$ cat src/rtl/press_classifier.sv
// Gesture classifier: turns press pulses plus the debounced level into
// single-tap / double-tap / long-press pulses and a sticky last-gesture code.
module press_classifier #(
    parameter int LONG_HOLD  = 50_000_000,
    parameter int DOUBLE_WIN = 25_000_000,
    parameter int CNT_W      = 26
) (
    input  logic       clk,
    input  logic       rst_n,
    input  logic       press_pulse,
    input  logic       press_level,
    output logic       single_tap,
    output logic       double_tap,
    output logic       long_press,
    output logic [1:0] last_event,
    output logic       busy
);

    typedef enum logic [1:0] {
        IDLE    = 2'd0,
        HELD1   = 2'd1,
        WAIT2   = 2'd2,
        RELEASE = 2'd3
    } state_t;

    localparam logic [CNT_W-1:0] LONG_LAST = CNT_W'(LONG_HOLD - 1);
    localparam logic [CNT_W-1:0] DBL_LAST  = CNT_W'(DOUBLE_WIN - 1);

    localparam logic [1:0] EV_SINGLE = 2'b01;
    localparam logic [1:0] EV_DOUBLE = 2'b10;
    localparam logic [1:0] EV_LONG   = 2'b11;

    state_t           state_q, state_d;
    logic [CNT_W-1:0] cnt_q, cnt_d;
    logic             single_q, single_d;
    logic             double_q, double_d;
    logic             long_q, long_d;
    logic [1:0]       last_q, last_d;

    always_ff @(posedge clk or negedge rst_n) begin
        if (!rst_n) begin
            state_q  <= IDLE;
            cnt_q    <= '0;
            single_q <= 1'b0;
            double_q <= 1'b0;
            long_q   <= 1'b0;
            last_q   <= 2'b00;
        end else begin
            state_q  <= state_d;
            cnt_q    <= cnt_d;
            single_q <= single_d;
            double_q <= double_d;
            long_q   <= long_d;
            last_q   <= last_d;
        end
    end

    // Every transition clears the counter, so each state times from its own entry.
    always_comb begin
        state_d  = state_q;
        cnt_d    = cnt_q;
        single_d = 1'b0;
        double_d = 1'b0;
        long_d   = 1'b0;
        last_d   = last_q;
        case (state_q)
            IDLE: begin
                if (press_pulse) begin
                    state_d = HELD1;
                    cnt_d   = '0;
                end
            end
            HELD1: begin
                if (!press_level) begin
                    state_d = WAIT2;
                    cnt_d   = '0;
                end else if (cnt_q == LONG_LAST) begin
                    state_d = RELEASE;
                    cnt_d   = '0;
                    long_d  = 1'b1;
                    last_d  = EV_LONG;
                end else begin
                    cnt_d = cnt_q + CNT_W'(1);
                end
            end
            WAIT2: begin
                if (press_pulse) begin
                    state_d  = RELEASE;
                    cnt_d    = '0;
                    double_d = 1'b1;
                    last_d   = EV_DOUBLE;
                end else if (cnt_q == DBL_LAST) begin
                    state_d  = IDLE;
                    cnt_d    = '0;
                    single_d = 1'b1;
                    last_d   = EV_SINGLE;
                end else begin
                    cnt_d = cnt_q + CNT_W'(1);
                end
            end
            RELEASE: begin
                // Wait out the held button so a lingering press cannot start a new gesture.
                if (!press_level) begin
                    state_d = IDLE;
                    cnt_d   = '0;
                end
            end
            default: begin
                state_d = IDLE;
                cnt_d   = '0;
            end
        endcase
    end

    assign single_tap = single_q;
    assign double_tap = double_q;
    assign long_press = long_q;
    assign last_event = last_q;
    assign busy       = (state_q != IDLE);

endmodule

$ cat config.mk
export PLATFORM = sky130hd
export DESIGN_NAME = press_classifier
export DESIGN_NICKNAME = d
export VERILOG_FILES = /design/src/rtl/press_classifier.sv
export SDC_FILE = /design/constraint.sdc
export NUM_CORES = 1
export LEC_CHECK = 0
export BUFFER_PORTS_ARGS = -buffer_cell sky130_fd_sc_hd__buf_2
export CAP_MARGIN = 10
export CORE_UTILIZATION = 45
export DETAILED_ROUTE_END_ITERATION = 10
export MAX_ROUTING_LAYER = met4
export PLACE_DENSITY_LB_ADDON = 0.3
export SLEW_MARGIN = 10
export SYNTH_ARGS = -nofsm -noshare
export SYNTH_HDL_FRONTEND = slang
export SYNTH_SLANG_ARGS = --single-unit
$ cat constraint.sdc
create_clock -name clk -period 2.5 [get_ports clk]
set_input_delay 0.5 -clock clk [delete_from_list [all_inputs] [get_ports clk]]
set_output_delay 0.5 -clock clk [all_outputs]
set_load 0.05 [all_outputs]
## Word-level counts from Yosys, hierarchy flattened

Index checks and enable logic that the tools add are counted.

- Add/subtract/negate cells: 1
- Eq/ne operators: 11
- Mux-type cells: 26
- Reductions and logical operators: 6

Operator list:

| operator | number |
|---|---|
| 26-bit 2-to-1 mux | 6 |
| 26-bit case mux with 4 select lines | 1 |
| 26-bit by 1-bit adder with 26-bit output, second input constant | 1 |
| 26-bit by 25-bit == test with 1-bit output, second input constant | 1 |
| 26-bit == test, second input constant | 1 |
| 2-bit 2-to-1 mux | 9 |
| 1-bit 2-to-1 mux | 8 |
| 2-bit != test, second input constant | 4 |
| 2-bit case mux with 4 select lines | 1 |
| 4-bit AND reduction | 2 |
| 3-bit != test, second input constant | 2 |
| 2-bit == test, second input constant | 2 |
| 2-bit case mux with 2 select lines | 1 |
| 2-bit nonzero test | 2 |
| 2-bit by 1-bit == test with 1-bit output, second input constant | 1 |
| 2-bit logical NOT | 1 |
| 2-bit AND reduction | 1 |

- Register bits: 33
- Input port bits: 4
- Output and inout bits: 6

## Longest topological paths before layout

Gate-level depths: netlist of the first run.

- Depth in word-level cells: 4
- Gate-level depth with buffers: 9
- Depth with buffers taken out: 7

## Least setup slack after synthesis of the first run

No wires, ideal clock.

- Path type: register -> register
- Start: register cnt_q[10]
- End: register cnt_q[11]
- Library setup time: 119 ps
- Data arrival time: 2015 ps
- Data required time: 2381 ps
- Path slack: 366 ps
- Stages on the path, launching flop included: 7
- Path buffers: 1
- Period minus slack after synthesis: 2134 ps
- Cell sequence: dfrtp_1 > or4_1 > nor4_1 > a21oi_1 > a311oi_4 > buf_6 > nor2_1

- Longest elaborated chain between the ends: 4
- Elaborated cells on any way between the ends: 8

RTL lines:

| what | line | text |
|---|---|---|
| start: declaration | 34 | `logic [CNT_W-1:0] cnt_q, cnt_d;` |
| start signal: assignment | 50 | `cnt_q <= cnt_d;` |
| 26-bit by 1-bit adder with 26-bit output (tied with other cells) | 83, 98 |  |
| 26-bit 2-to-1 mux, on equally long branches | 92, 77 |  |
| 26-bit 2-to-1 mux, on equally long branches | 87, 74 |  |
| 26-bit case mux with 4 select lines * | 66 | `case (state_q)` |

Every way passes the cells marked *; elsewhere a longest branch is shown, timed or not.
A chain may end at the register's enable or synchronous reset.

## Final worst setup path of the first run

Ends and elaborated chain as after synthesis.

==> results of run 1 <==
[critical path: cells and delay by family, from the launching register on]
family,cells,cell delay (ns)
buffers and inverters,1,0.22
AOI/OAI and AO/OA,1,0.33
and+or+nand+nor,4,1.27
DFF,1,0.43
[cell usage after synthesis]
master,instances,area (um2)
dfrtp_1,33,826
nand2_1,26,97.6
nor2_1,17,63.8
nand3_1,13,65.1
nor4_1,12,75.1
o21ai_0,12,60.1
xnor2_1,12,105
inv_1,9,33.8
nor3_1,8,40.0
a21oi_1,7,35.0
ha_1,6,75.1
and3_1,4,25.0
clkbuf_1,4,15.0
or3_1,4,25.0
and2_1,3,18.8
nand2b_1,3,18.8
nand4_1,3,18.8
nor2b_1,3,18.8
o2111ai_1,3,26.3
o311ai_0,3,26.3
or4_1,3,22.5
o221ai_1,2,17.5
or4b_1,2,20.0
xor2_1,2,17.5
a211o_1,1,8.76
a21boi_1,1,7.51
a311oi_4,1,26.3
a31oi_1,1,6.26
a32oi_1,1,8.76
and4_1,1,8.76
buf_2,1,5.00
buf_6,1,11.3
mux2i_1,1,10.0
nand4_2,1,12.5
nor4_2,1,12.5
nor4b_1,1,8.76
o211ai_1,1,7.51
o22a_1,1,8.76
o41a_1,1,11.3
or2_2,1,6.26
or3_4,1,11.3
or3b_2,1,8.76
or4_4,1,11.3
[stage by stage]
stage	util (%)	instance area, um2	TNS [ns]	instances
final	53.4	2170	0	282
after global routing	53.4	2170	-0.00303	282
after CTS	53.2	2160	0	282
after detailed placement	51.1	2070	0	274
after global placement	51.1	2070	0	274
after floorplan	-	1940	0	213
[worst max path at each step]
stage / slack, ns / depth (start not counted) / start / end
floorplan: 0.37 / 6 / cnt_q[10]$_DFFE_PN0P_ / cnt_q[11]$_DFFE_PN0P_
global placement: 0.20 / 5 / cnt_q[6]$_DFFE_PN0P_ / state_q[1]$_DFFE_PN0P_
detailed placement: 0.11 / 5 / cnt_q[6]$_DFFE_PN0P_ / state_q[1]$_DFFE_PN0P_
CTS: 0.11 / 5 / cnt_q[6]$_DFFE_PN0P_ / state_q[1]$_DFFE_PN0P_
global route: -0.003 / 6 / cnt_q[10]$_DFFE_PN0P_ / cnt_q[11]$_DFFE_PN0P_
finish: 0.14 / 6 / cnt_q[10]$_DFFE_PN0P_ / cnt_q[11]$_DFFE_PN0P_
[where the power goes]
| part | switching, mW | internal, mW | leakage [nW] |
|---|---|---|---|
| Combinational | 0.454 | 0.210 | 0.348 |
| Sequential | 0.0336 | 0.573 | 0.446 |
| Clock | 0.200 | 0.193 | 0.0450 |
[flip-flops by register name, summed over array words and instances, names as in the netlist]
register,flops
cnt_q,26
double_tap,1
single_tap,1
last_event,2
long_press,1
state_q,2
[cell type report]
| type | count | area, um2 | share of cell area [%] |
|---|---|---|---|
| multi-input cells | 165 | 1060 | 48.8 |
| flip-flops and latches | 33 | 826 | 38.1 |
| repair buffers | 17 | 105 | 4.85 |
| clock buffers | 6 | 72.6 | 3.35 |
| well taps | 50 | 62.6 | 2.89 |
| inverters | 9 | 33.8 | 1.56 |
| clock inverters | 2 | 10.0 | 0.462 |
[layer usage]
metal	vias up	wire [um]	part of all wire (%)	GRT usage [%]
li1	811	-	-	-
met1	778	2170	49	32.5
met2	45	1940	44	34.7
met3	4	256	5.8	5.07
met4	0	34	0.77	5.59
met5	-	0	0	-
[logic make-up after synthesis]
family          count (synthesis)  synth area share, %
simple gates                  109                 30.4
buf+inv                        15                 3.36
xor+xnor                       14                 6.33
mux                             1                0.516
compound gates                 35                 12.9
flops                          33                 42.6
fa+ha+maj                       6                 3.87
==> run_results.csv, run 1 <==
group,metric,value,unit
timing,hold_viol_final,0,
pwr,power,1.66,mW
synthesis,syn-cell-area,1940,um2
timing,drv_slew,0,
detailed_routing,routed_wl,4.40,mm
setup_path,startpoint_type,"flip-flop",
finish,fillers,382,
clock_tree,numCtsBuffers,5,
status,status,"finished, final reports clean",
setup_path,crit_slowest_cell,"or4_1",
detailed_routing,firstDrtPassIters,4,
timing,slew_headroom,47.8,%
finish,diodes,0,
setup_path,rr_startpoint,"cnt_q[10]$_DFFE_PN0P_",
setup_path,cp.required,2.67,ns
setup_path,critPathKind,"reg -> reg",
place,io_buffers,9,
global_routing,antenna_found_initial,0,
global_routing,grt_max_degree,34,
finish,drive_above_1_share,14.2,%
detailed_routing,wl_per_cell,15.6,um
timing,setup_slack,0.145,ns
floorplanning,core-area,4060,um2
floorplanning,die_w,67.6,um
place,place_hpwl,3.21,mm
setup_path,r2r_cells,6,
floorplanning,rows,23,
clock_tree,clk_path_buf_depth,2,
global_routing,first_global_vias,1564,
timing,timing.hold.ws,0.266,ns
finish,fin_nets,241,
global_routing,groute.usage.overall,23.5,%
timing,fmax,425,MHz
synthesis,synth-seq-cells,33,
timing,skew,0.00716,ns
floorplanning,start_util,47.8,%
timing,worst-slew-pin-transition,0.773,ns
floorplanning,dieArea,4570,um2
timing,finalSetupViolCount,0,
synthesis,yosysWarnings,0,
floorplanning,dieHeight,67.6,um
global_routing,grt_first_pass_wirelength,7.62,mm
setup_path,path_cells,"or4_1 -> nor4_1 -> nand2_1 -> a311oi_4 -> buf_4 -> nor2_1",
clock_tree,htree_levels,2,
timing,fin_crit_sh,94.2,%
clock_tree,cts_resized,0,
clock_tree,clock-root-buffer,"clkbuf_8",
floorplanning,num_io_pins,10,
clock_tree,cts.sinks,33,
pwr,vdd_drop_max,0.601,mV
setup_path,critical_path.endpoint_type,"flip-flop",
hold_path,min_path_type,"in -> async",
clock_tree,post-cts-setup-buffer-count,0,
clock_tree,cts_tree,"yes",
finish,layout_commonest_cell,"dfrtp_1",
place,gp_congestion,0.882,
pwr,power_density,768,nW/um2
detailed_routing,via_count,1638,
synthesis,synth_nets,223,
finish,area_growth_syn_to_layout,11.8,%
setup_path,critPathMaxStageDelay,0.59,ns
synthesis,synth_area_per_cell,9.10,um2
global_routing,grt_overflow,0,
synthesis,ys_types,43,
clock_tree,cts_hold_buf,0,
synthesis,netlist_instances,213,
place,pre_cts_ws,0.113,ns
detailed_routing,dr.first_iter.drc_count,98,
job,maxCapViolCount,0,
clock_tree,clk_latency,0.29,ns
detailed_routing,viasPerCell,5.81,
synthesis,ys_seq_area_share,42.6,%
clock_tree,clk_pin_slew,0.07,ns
setup_path,ff2ff_setup_slack,0.14,ns
finish,most-common-layout-cells,"dfrtp_1 (33), nand2_1 (26), nor2_1 (17), nand3_1 (13)",
setup_path,cp_max_fo,10,
setup_path,rr_endpoint,"cnt_q[11]$_DFFE_PN0P_",
detailed_routing,antenna_left,0,
timing,final.min_clock_period,2.36,ns
detailed_routing,drc,0,
setup_path,cp.arrival,2.53,ns
pwr,p_leak,0.839,nW
Note: power is estimated with default switching activity, not from simulation.
==> run 2: changes to the inputs <==
--- a/config.mk
+++ b/config.mk
@@ -6,11 +6,9 @@
 export NUM_CORES = 1
 export LEC_CHECK = 0
 export BUFFER_PORTS_ARGS = -buffer_cell sky130_fd_sc_hd__buf_2
-export CAP_MARGIN = 10
 export CORE_UTILIZATION = 45
 export DETAILED_ROUTE_END_ITERATION = 10
 export MAX_ROUTING_LAYER = met4
-export PLACE_DENSITY_LB_ADDON = 0.3
 export SLEW_MARGIN = 10
 export SYNTH_ARGS = -nofsm -noshare
 export SYNTH_HDL_FRONTEND = slang
==> constraint.sdc (replaced) <==
create_clock -name clk -period 2.05 [get_ports clk]
set_input_delay 0.41 -clock clk [delete_from_list [all_inputs] [get_ports clk]]
set_output_delay 0.41 -clock clk [all_outputs]
set_load 0.05 [all_outputs]
==> run 2 against run 1 <==
- the flow now finishes with violations (setup timing)
- fmax is 13% higher
- critical path type unchanged
- combinational power is 53% higher
- core utilization is 11 points higher
- register-to-register slack worse by 0.17 ns
- total power is 36% higher
- first-iteration DRC count is 2.0% lower
- global-route usage is 2.2 points higher
==> run_results.csv, run 2 (synthesized netlist as in run 1, its figures left out) <==
group,metric,value,unit
detailed_routing,dr.first_iter.drc_count,96,
finish,stdcell_count,319,
floorplanning,num_io_pins,10,
setup_path,critical_path.endpoint_type,"flip-flop",
finish,largest_reg_flops,26,
clock_tree,cts.sinks,33,
timing,hold_viol_final,0,
detailed_routing,firstDrtPassIters,5,
finish,area_growth_syn_to_layout,34.5,%
finish,drive_above_1_share,33.1,%
timing,finalSetupViolCount,20,
setup_path,critPathMaxStageDelay,0.56,ns
setup_path,critPathKind,"reg -> reg",
timing,slew_headroom,50.8,%
global_routing,antenna_found_initial,0,
timing,setup_slack,-0.0264,ns
finish,design_area,2610,um2
floorplanning,rows,23,
timing,fin_crit_sh,101,%
global_routing,first_global_vias,1770,
clock_tree,clk_path_buf_depth,2,
global_routing,grt_overflow,0,
finish,most-common-layout-cells,"buf_4 (44), dfrtp_1 (33), nand2_1 (25), nor2_1 (17)",
setup_path,cp.arrival,2.29,ns
finish,regMostFlops,"cnt_q",
pwr,p_leak,1.09,nW
place,dpl-instance-area,2340,um2
clock_tree,clk_pin_slew,0.07,ns
pwr,power,2.26,mW
clock_tree,clock-root-buffer,"clkbuf_8",
pwr,power_density,867,nW/um2
timing,final.min_clock_period,2.08,ns
setup_path,cp.required,2.26,ns
global_routing,groute.usage.overall,25.7,%
finish,diodes,0,
status,violations,"setup timing",
timing,setup_tns,-0.236,ns
place,gp_congestion,0.902,
setup_path,cp_max_fo,6,
clock_tree,numCtsBuffers,5,
timing,timing.hold.ws,0.183,ns
place,place_hpwl,3.49,mm
hold_path,min_path_type,"in -> async",
timing,rsz0062_at_grt,"true",
timing,drv_slew,0,
global_routing,grt_first_pass_wirelength,8.34,mm
finish,layout_commonest_cell,"buf_4",
detailed_routing,antenna_left,0,
floorplanning,dieArea,4570,um2
timing,worst-slew-pin-transition,0.738,ns
setup_path,path_delay_family,"simple AND/OR/NAND/NOR gates",
status,status,"finished with violations",
detailed_routing,routed_wl,5.07,mm
detailed_routing,via_count,1853,
finish,final_util,64.3,%
clock_tree,clk_latency,0.29,ns
timing,skew,0.00263,ns
setup_path,crit_slowest_cell,"or4_4",
setup_path,crit_buf_inv,1,
detailed_routing,viasPerCell,5.81,
clock_tree,cts_hold_buf,0,
detailed_routing,wl_per_cell,15.9,um
setup_path,path_cells,"or4_4 -> nor4_4 -> buf_4 -> a21oi_4 -> o41a_1 -> a31oi_1",
floorplanning,core-area,4060,um2
place,pre_cts_ws,-0.230,ns
floorplanning,dieHeight,67.6,um
clock_tree,cts_tree,"yes",
floorplanning,die_w,67.6,um
floorplanning,start_util,47.8,%
setup_path,startpoint_type,"flip-flop",
place,placedCellCount,303,
job,maxCapViolCount,0,
global_routing,grt_max_degree,34,
pwr,vdd_drop_max,0.974,mV
timing,fmax,482,MHz
place,io_buffers,9,
finish,fin_nets,279,
detailed_routing,drc,0,
clock_tree,htree_levels,2,
run 2: timing repair:
item | CTS | global route
setup endpoints to repair | 26 | 28
cloned | 0 | 1
setup buffers | 0 | 8
pin swaps | 0 | 5
gates resized for setup | 11 | 14
run 2: area by class of cell:
| type | count | area (um2) |
|---|---|---|
| fillers | 330 | 1450 |
| multi-input cells | 166 | 1200 |
| flip-flops and latches | 33 | 826 |
| repair buffers | 54 | 395 |
| clock buffers | 7 | 86.3 |
| well taps | 50 | 62.6 |
| inverters | 9 | 33.8 |
run 2: path summary, 6_finish.rpt:
check,from,to,slack (ns),depth (start not counted)
min in group clk,press_pulse,double_tap$_DFF_PN0_,0.47,3
worst min register to register,last_event[1]$_DFFE_PN0P_,last_event[1]$_DFFE_PN0P_,0.51,2
worst min-delay path,rst_n,cnt_q[25]$_DFFE_PN0P_,0.18,1
worst max-delay path,cnt_q[9]$_DFFE_PN0P_,state_q[1]$_DFFE_PN0P_,-0.03,6
max in group asynchronous,rst_n,cnt_q[5]$_DFFE_PN0P_,1.40,1
worst max register to register,cnt_q[9]$_DFFE_PN0P_,state_q[1]$_DFFE_PN0P_,-0.03,6
run 2: power breakdown:
group / switching (mW) / internal, mW / total, mW
Sequential: 0.0377 / 0.699 / 0.737
Clock: 0.240 / 0.266 / 0.506
Combinational: 0.613 / 0.404 / 1.02
Total: 0.890 / 1.37 / 2.26
run 2: metal layers:
| metal | vias to the layer above | part of all wire, % | GRT usage, % |
|---|---|---|---|
| li1 | 889 | - | - |
| met1 | 893 | 44 | 31.8 |
| met2 | 60 | 49 | 41.3 |
| met3 | 11 | 5.2 | 5.57 |
| met4 | 0 | 1.8 | 8.24 |
| met5 | - | 0 | - |
